`src/rtl/hazard_ctrl.sv`:
```
// hazard_ctrl: pipeline sequencing controller for the 5-stage MIPS datapath.
//
// Purpose:
//   Drives the stage-latch enables and flushes, the PC enable and the gated
//   instruction/data memory requests. It resolves memory-wait stalls
//   (ihit/dhit), load-use hazards, taken-branch/jump flushes and halt. A small
//   FSM (RUN/DDONE/HALTED) keeps a completed data access from being re-issued
//   while fetch is still outstanding.
//
// Optional build macro:
//   HAZARD_PERF_CNT_EN - adds saturating performance counters
//                        stall_cnt, dwait_cnt and lu_cnt (CNT_W bits each).
//
// Ports:
//   CLK, RST                 clock (rising edge), synchronous active-high reset
//   ihit, dhit               fetch / data access complete this cycle
//   mem_dREN, mem_dWEN       load / store in MEM stage
//   mem_halt                 HALT in MEM stage
//   ex_dREN, ex_rt           load in EX stage and its destination register
//   id_rs, id_rt, id_uses_rt source registers of the ID-stage instruction
//   ex_redirect              taken branch/jump resolved in EX
//   pc_en                    PC load enable
//   ifid/idex/exmem/memwb_en latch enables
//   ifid_flush, idex_flush   clear latch to NOP on next edge
//   iREN, dREN, dWEN         gated memory requests
//   halt                     sticky halt indication
//   stall_cnt, dwait_cnt, lu_cnt  performance counters (optional)

module hazard_ctrl #(
    parameter int REG_W = 5,
    parameter int CNT_W = 32
) (
    input  logic             CLK,
    input  logic             RST,
    input  logic             ihit,
    input  logic             dhit,
    input  logic             mem_dREN,
    input  logic             mem_dWEN,
    input  logic             mem_halt,
    input  logic             ex_dREN,
    input  logic [REG_W-1:0] ex_rt,
    input  logic [REG_W-1:0] id_rs,
    input  logic [REG_W-1:0] id_rt,
    input  logic             id_uses_rt,
    input  logic             ex_redirect,
    output logic             pc_en,
    output logic             ifid_en,
    output logic             idex_en,
    output logic             exmem_en,
    output logic             memwb_en,
    output logic             ifid_flush,
    output logic             idex_flush,
    output logic             iREN,
    output logic             dREN,
    output logic             dWEN,
`ifdef HAZARD_PERF_CNT_EN
    output logic [CNT_W-1:0] stall_cnt,
    output logic [CNT_W-1:0] dwait_cnt,
    output logic [CNT_W-1:0] lu_cnt,
`endif
    output logic             halt
);

    typedef enum logic [1:0] {
        RUN    = 2'd0,
        DDONE  = 2'd1,
        HALTED = 2'd2
    } state_e;

    state_e state_q, state_d;
    logic   halt_q, halt_d;

    logic dmem_s;
    logic dok_s;
    logic adv_s;
    logic lu_s;

    // Hazard and advance qualifiers shared by outputs and next-state logic.
    always_comb begin
        dmem_s = mem_dREN | mem_dWEN;
        // In DDONE the data side already completed, so it no longer blocks.
        dok_s  = ~dmem_s | dhit | (state_q == DDONE);
        adv_s  = ihit & dok_s;
        lu_s   = ex_dREN & (ex_rt != {REG_W{1'b0}}) &
                 ((ex_rt == id_rs) | (id_uses_rt & (ex_rt == id_rt)));
    end

    // Combinational pipeline controls: reset > halted > freeze > redirect > load-use > normal.
    always_comb begin
        pc_en      = 1'b0;
        ifid_en    = 1'b0;
        idex_en    = 1'b0;
        exmem_en   = 1'b0;
        memwb_en   = 1'b0;
        ifid_flush = 1'b0;
        idex_flush = 1'b0;
        iREN       = 1'b0;
        dREN       = 1'b0;
        dWEN       = 1'b0;
        if (RST) begin
            pc_en = 1'b0;
        end else if (state_q == HALTED) begin
            pc_en = 1'b0;
        end else begin
            iREN = 1'b1;
            // A finished access must not be re-issued while waiting in DDONE.
            if (state_q == RUN) begin
                dREN = mem_dREN;
                dWEN = mem_dWEN;
            end else begin
                dREN = 1'b0;
                dWEN = 1'b0;
            end
            if (!adv_s) begin
                // Whole pipe freezes; no bubble.
                pc_en = 1'b0;
            end else if (ex_redirect) begin
                pc_en      = 1'b1;
                ifid_en    = 1'b1;
                idex_en    = 1'b1;
                exmem_en   = 1'b1;
                memwb_en   = 1'b1;
                ifid_flush = 1'b1;
                idex_flush = 1'b1;
            end else if (lu_s) begin
                // Hold PC and IF/ID, inject one bubble into ID/EX.
                idex_en    = 1'b1;
                idex_flush = 1'b1;
                exmem_en   = 1'b1;
                memwb_en   = 1'b1;
            end else begin
                pc_en    = 1'b1;
                ifid_en  = 1'b1;
                idex_en  = 1'b1;
                exmem_en = 1'b1;
                memwb_en = 1'b1;
            end
        end
    end

    // Next-state and sticky halt computation.
    always_comb begin
        state_d = state_q;
        halt_d  = halt_q;
        case (state_q)
            RUN: begin
                if (dmem_s & dhit & ~ihit) begin
                    state_d = DDONE;
                end else if (mem_halt & adv_s) begin
                    state_d = HALTED;
                    halt_d  = 1'b1;
                end else begin
                    state_d = RUN;
                end
            end
            DDONE: begin
                if (ihit) begin
                    state_d = RUN;
                end else begin
                    state_d = DDONE;
                end
            end
            HALTED: begin
                state_d = HALTED;
                halt_d  = 1'b1;
            end
            default: begin
                state_d = RUN;
                halt_d  = 1'b0;
            end
        endcase
    end

    // State and halt registers with synchronous reset.
    always_ff @(posedge CLK) begin
        if (RST) begin
            state_q <= RUN;
            halt_q  <= 1'b0;
        end else begin
            state_q <= state_d;
            halt_q  <= halt_d;
        end
    end

    assign halt = halt_q;

`ifdef HAZARD_PERF_CNT_EN
    logic [CNT_W-1:0] stall_cnt_q, dwait_cnt_q, lu_cnt_q;
    logic             active_s;

    assign active_s = (state_q != HALTED);

    // Saturating performance counters, frozen once halted.
    always_ff @(posedge CLK) begin
        if (RST) begin
            stall_cnt_q <= {CNT_W{1'b0}};
            dwait_cnt_q <= {CNT_W{1'b0}};
            lu_cnt_q    <= {CNT_W{1'b0}};
        end else begin
            if (active_s & ~adv_s & (stall_cnt_q != {CNT_W{1'b1}})) begin
                stall_cnt_q <= stall_cnt_q + CNT_W'(1);
            end
            if ((state_q == RUN) & dmem_s & ~dhit & (dwait_cnt_q != {CNT_W{1'b1}})) begin
                dwait_cnt_q <= dwait_cnt_q + CNT_W'(1);
            end
            if (active_s & adv_s & lu_s & ~ex_redirect & (lu_cnt_q != {CNT_W{1'b1}})) begin
                lu_cnt_q <= lu_cnt_q + CNT_W'(1);
            end
        end
    end

    assign stall_cnt = stall_cnt_q;
    assign dwait_cnt = dwait_cnt_q;
    assign lu_cnt    = lu_cnt_q;
`endif

endmodule

```
`config.mk`:
```
export PLATFORM = sky130hd
export DESIGN_NAME = hazard_ctrl
export DESIGN_NICKNAME = d
export VERILOG_FILES = /design/src/rtl/hazard_ctrl.sv
export SDC_FILE = /design/constraint.sdc
export NUM_CORES = 1
export LEC_CHECK = 0
export ABC_AREA = 1
export BUFFER_PORTS_ARGS = -buffer_cell sky130_fd_sc_hd__buf_2
export CAP_MARGIN = 10
export CORE_AREA = 4 4 41 43
export DETAILED_ROUTE_END_ITERATION = 10
export DIE_AREA = 0 0 45 47
export HOLD_SLACK_MARGIN = 0.03
export MAX_ROUTING_LAYER = met4
export PLACE_DENSITY = 0.72
export SYNTH_ARGS = -nofsm -noshare
export SYNTH_HDL_FRONTEND = slang
export SYNTH_SLANG_ARGS = --single-unit
```
`constraint.sdc`:
```
create_clock -name CLK -period 1.4 [get_ports CLK]
set_clock_uncertainty 0.2 [all_clocks]
set_input_delay 0 -clock CLK [delete_from_list [all_inputs] [get_ports CLK]]
set_output_delay 0 -clock CLK [all_outputs]
set_load 0.005 [all_outputs]
```
# --- Yosys cells after proc, flatten, opt, wreduce, memory -nomap -nowiden ---
# Index checks and enable logic that the tools add are counted.
word_totals:
  inputBits: 25
  out_inout_bits: 11
  word_cells: 57
  regBits: 3
op_classes:
  eq_ne: 6
  n_reduce_logical: 3
  n_bitwise: 14
  muxes: 32
op_table:
  columns: ["operator", "count"]
  rows:
  - ["$mux 1", 28]
  - ["$eq 5x5->1", 2]
  - ["$and 1x1->1", 7]
  - ["$pmux 2 s3", 1]
  - ["$reduce_bool 5->1", 1]
  - ["$mux 2", 2]
  - ["$or 1x1->1", 4]
  - ["$not 1->1", 3]
  - ["$pmux 1 s3", 1]
  - ["$reduce_and 3->1", 1]
  - ["$eq 2x1->1 const B", 1]
  - ["$eq 2x2->1 const B", 1]
  - ["$logic_not 2->1", 1]
  - ["$ne 2x1->1 const B", 1]
  - ["$ne 2x2->1 const B", 1]

# --- Longest topological paths before layout ---
logic_depth:
  word_depth: 9
  depth_mapped: 10
  ltp_nobuf: 9

# --- Worst setup path after synthesis ---
# No wires, ideal clock.
synth_timing:
  path_type: "flip-flop to output port"
  startpoint: "register state_q[1]"
  endpoint: "output port pc_en"
  arrival_time_ps: 1088
  path_stages_with_launch: 9
  path_buffers: 1
  path_slack_ps: 112
  t_required_ps: 1200
  path_cell_list: "dfxtp_1 inv_2 nand2_2 nand3_2 nand2_2 nor3_4 nand2_2 nand2_1 buf_4"
synth_between:
  elab_chain_cells: 6
  elab_cells_between_ends: 7
  cone_classes: "2 x eq/ne; 3 x mux; 2 x bitwise"
synth_rtl:
  columns: ["element", "line_no", "text"]
  rows:
  - ["start, declared", "70", "state_e state_q, state_d;"]
  - ["start signal, assigned", "180", "state_q <= state_d;"]
  - ["$eq 2x1->1", "82", "dok_s = ~dmem_s | dhit | (state_q == DDONE);"]
  - ["$or 1x1->1", "82", null]
  - ["$and 1x1->1", "83", "adv_s = ihit & dok_s;"]
  - ["$mux 1", null, null]
  - ["$mux 1 * (2 in a row)", null, null]
  - ["end, declared", "46", "output logic pc_en,"]
# Mark *: on every way between the ends. The rest lies on a longest branch, timed or not.

# --- Worst setup path in the final report ---
layout_timing:
  startpoint: "register state_q[1]"
  endpoint: "output port ifid_en"
layout_between:
  elab_chain_cells: 6
  elab_cells_between_ends: 7
  cone_classes: "2 x eq/ne; 3 x mux; 2 x bitwise"
layout_rtl:
  columns: ["element", "line_no", "text"]
  rows:
  - ["$eq 2x1->1", "82", null]
  - ["$or 1x1->1", "82", null]
  - ["$and 1x1->1", "83", null]
  - ["$mux 1", "114", "if (!adv_s) begin"]
  - ["$mux 1 *", "102", "end else if (state_q == HALTED) begin"]
  - ["$mux 1 *", "100", "if (RST) begin"]
  - ["end, declared", "47", "output logic ifid_en,"]
# Marks and branches as above.

==> results.py <==
metrics = {
    "floorplanning": {
        "floorplan.rows": 13,
        "core_um2": 1300,
        "initial_core_util": 0.355,
        "die_h_um": 47,
        "pin_count": 36,
        "fp.dieArea_um2": 2120,
        "fp.dieW_um": 45,
    },
    "synthesis": {
        "ys_async_sr_fraction": 0,
        "synthTopCellsByArea": "nand2_1 28%, inv_1 18%, dfxtp_1 13%",
        "avgSynthCellArea_um2": 4.96,
        "ys_top_cells_by_count": "34 x nand2_1, 22 x inv_1, 10 x nor2_1",
        "yosysMostFrequentCell": "nand2_1",
        "synth_edf_count": 0,
        "syn_nets": 118,
        "syn_inst": 93,
        "yosys.area.top_type": "nand2_1",
        "synth_top_area_frac": 0.276,
        "ys_seq_area_frac": 0.130,
        "ys_types": 16,
        "synthFlopType": "dfxtp_1",
        "yosys_warnings": 0,
        "ys_ff_latch": 3,
        "syn_area_um2": 462,
    },
    "drt": {
        "vias_per_cell": 4.37,
        "dr.pass1.iters": 4,
        "drt_iter0_drc": 13,
        "finalWirelength_um": 1420,
        "route.detailed.drc": 0,
        "final_antenna_net_count": 0,
        "vias": 673,
        "avgRoutedWirePerCell_um": 9.23,
    },
    "timing": {
        "fin_ws_ns": -0.0736,
        "finalMaxSlewViolations": 0,
        "tightest_slew_ns": 0.212,
        "setup_viol": 7,
        "post-route-min-period_ns": 1.47,
        "fmax_mhz": 679,
        "slew_headroom": 0.858,
        "finalHoldViolations": 2,
        "rsz0062_at_grt": "yes",
        "holdWs_ns": -0.0508,
        "period_share": 1.05,
    },
    "worst_setup_path": {
        "slowest_delay_ns": 0.31,
        "reg2reg_setup_slack_ns": 0.20,
        "cpMostUsedCell": "nand2_2",
        "regToRegStartpoint": "state_q[0]$_SDFF_PP0_",
        "start_kind": "register",
        "worstPathArrival_ns": 1.27,
        "cp_top_family": "simple AND/OR/NAND/NOR gates",
        "cp_cell_sequence": "inv_2 -> buf_4 -> nor2_2 -> nor3_4 -> nand2_2 -> nand2_2 -> buf_2",
        "cp-end-kind": "primary output",
        "required_ns": 1.20,
        "crit_fanout": 4,
        "r2r_end": "state_q[0]$_SDFF_PP0_",
        "worstSetupPathType": "register to primary output",
        "path_buf_inv": 3,
        "critical_path_depth": 7,
        "ff2ff_path_depth": 4,
        "crit_slowest_cell": "dfxtp_2",
    },
    "clock_network": {
        "clock_latency_ns": 0.25,
        "cts-root-buf": "clkbuf_4",
        "clockBufferDepth": 2,
        "numCtsBuffers": 3,
        "clk_pin_slew_ns": 0.04,
        "cts_tree": "yes",
        "cts.sinks": 3,
        "htreeDepth": 1,
    },
    "worst_hold_path": {
        "min_path_type": "input port to register",
        "hold_path_depth": 5,
        "hold_start": "dhit",
        "worstHoldEndpoint": "state_q[0]$_SDFF_PP0_",
    },
    "global_routing": {
        "gr-usage-all-layers": 0.142,
        "antenna_found_initial": 0,
        "grt_pass1_vias": 613,
        "grt_pass1_wl_um": 2130,
        "grt_remaining_overflow": 0,
        "grt_max_degree": 5,
    },
    "power": {
        "power-per-cell-area_nw_per_um2": 575,
        "pwr-share-clk": 0.372,
        "net-switching-power_uw": 148,
        "internal_power_uw": 288,
        "sw_frac_of_total": 0.340,
        "ir_drop_mv": 0.271,
        "seq_power_share": 0.218,
        "combPwrFrac": 0.410,
        "p_leak_uw": 0.000511,
    },
    "finish": {
        "fin_util": 0.583,
        "antenna_cells": 0,
        "drive_gt1_frac": 0.396,
        "nets": 165,
        "fillers": 138,
        "synthToLayoutAreaGrowth_pct": 64.2,
    },
    "status": {
        "outcome": "finished, violations left",
        "failed_checks": "negative hold slack, negative setup slack",
    },
    "place": {
        "post-dp-hpwl_um": 1010,
        "gp_congestion": 0.785,
        "io_buffers": 35,
    },
    "job": {
        "drv_cap": 0,
    },
}
-- worst register-to-register path, delay by kind of cell (launching register included) --
kind	cells	cell delay, ns
simple gates	1	0.06
compound gates	1	0.23
flops	1	0.36
buf+inv	2	0.25
-- worst max-delay path by stage --
| stage | start | end | slack (ns) |
|---|---|---|---|
| 2_1_floorplan | state_q[1]$_SDFF_PP0_ | pc_en | 0.11 |
| 3_3_place_gp | state_q[1]$_SDFF_PP0_ | pc_en | 0.13 |
| 3_5_place_dp | state_q[1]$_SDFF_PP0_ | ifid_en | 0.07 |
| 4_1_cts | state_q[1]$_SDFF_PP0_ | ifid_en | -0.12 |
| 5_1_grt | state_q[0]$_SDFF_PP0_ | ifid_en | -0.18 |
| 6_report | state_q[1]$_SDFF_PP0_ | ifid_en | -0.07 |
-- logic make-up (layout without fill, tap and decap cells) --
kind of cell / count (synthesis) / after routing / share of synthesized area
and+or+nand+nor: 57 / 57 / 0.545
DFF: 3 / 3 / 0.130
AOI/OAI and AO/OA: 6 / 6 / 0.0705
buffers and inverters: 26 / 72 / 0.236
xor gates and xnor gates: 1 / 1 / 0.0190
-- cells in the final DEF, fill, tap and decap left out --
cell / instances
nand3_2: 1
inv_2: 1
buf_6: 1
nand4_1: 1
dfxtp_2: 1
a211oi_1: 1
dlygate4sd3_1: 3
clkbuf_4: 3
nor2_1: 9
nor3_4: 1
a21oi_1: 3
clkbuf_1: 1
dfxtp_1: 1
nand2_1: 33
xnor2_1: 1
buf_4: 7
nor2_2: 1
nor3_1: 2
dfxtp_4: 1
inv_1: 22
o21ai_0: 2
nand2_2: 4
nand3_1: 5
buf_2: 34
-- per-layer routing --
layer | vias to the layer above | share of wire | global-route usage
met3 | 6 | 0.072 | 0.0230
met1 | 277 | 0.36 | 0.125
met4 | 0 | 0.032 | 0.0936
li1 | 365 | - | -
met5 | - | 0 | -
met2 | 25 | 0.54 | 0.274
-- area by class of cell --
class	instances	area [µm²]	share of cell area
multi-input combinational	64	298	0.393
sequential	3	65.1	0.0858
timing repair buffer	45	264	0.348
clock buffer	4	26.3	0.0347
inverter	23	86.3	0.114
tap	15	18.8	0.0248
-- power groups by stage --
stage	Combinational, µW	Clock (µW)	Sequential, µW
finish	179	162	95.0
global route	204	164	96.0
CTS	172	156	95.7
detailed placement	152	0	97.3
global placement	150	0	97.1
floorplan	87.2	0	97.3
-- state kept, by name (all words and copies together) (netlist names) --
name,cells
halt,1
state_q,2
-- through the flow --
step           setup WS (ns)  power [µW]  setup TNS (ns)  instance area, µm²  instances
2_1_floorplan          0.112         184               0                 462         93
3_3_place_gp           0.126         247               0                 633        140
4_1_cts               -0.124         424          -0.782                 728        151
6_report             -0.0736         436          -0.410                 758        154
3_5_place_dp          0.0719         249               0                 633        140
5_1_grt               -0.175         465           -1.03                 758        154
-- what timing repair did --
action,4_1_cts,5_1_grt
pin swaps,6,6
buffers inserted,5,2
hold buffers,2,1
resized for setup,4,2
endpoints found under the setup margin,7,7
hold endpoints to repair,3,1
cloned,0,0
Power figures use the tool's default switching activity.
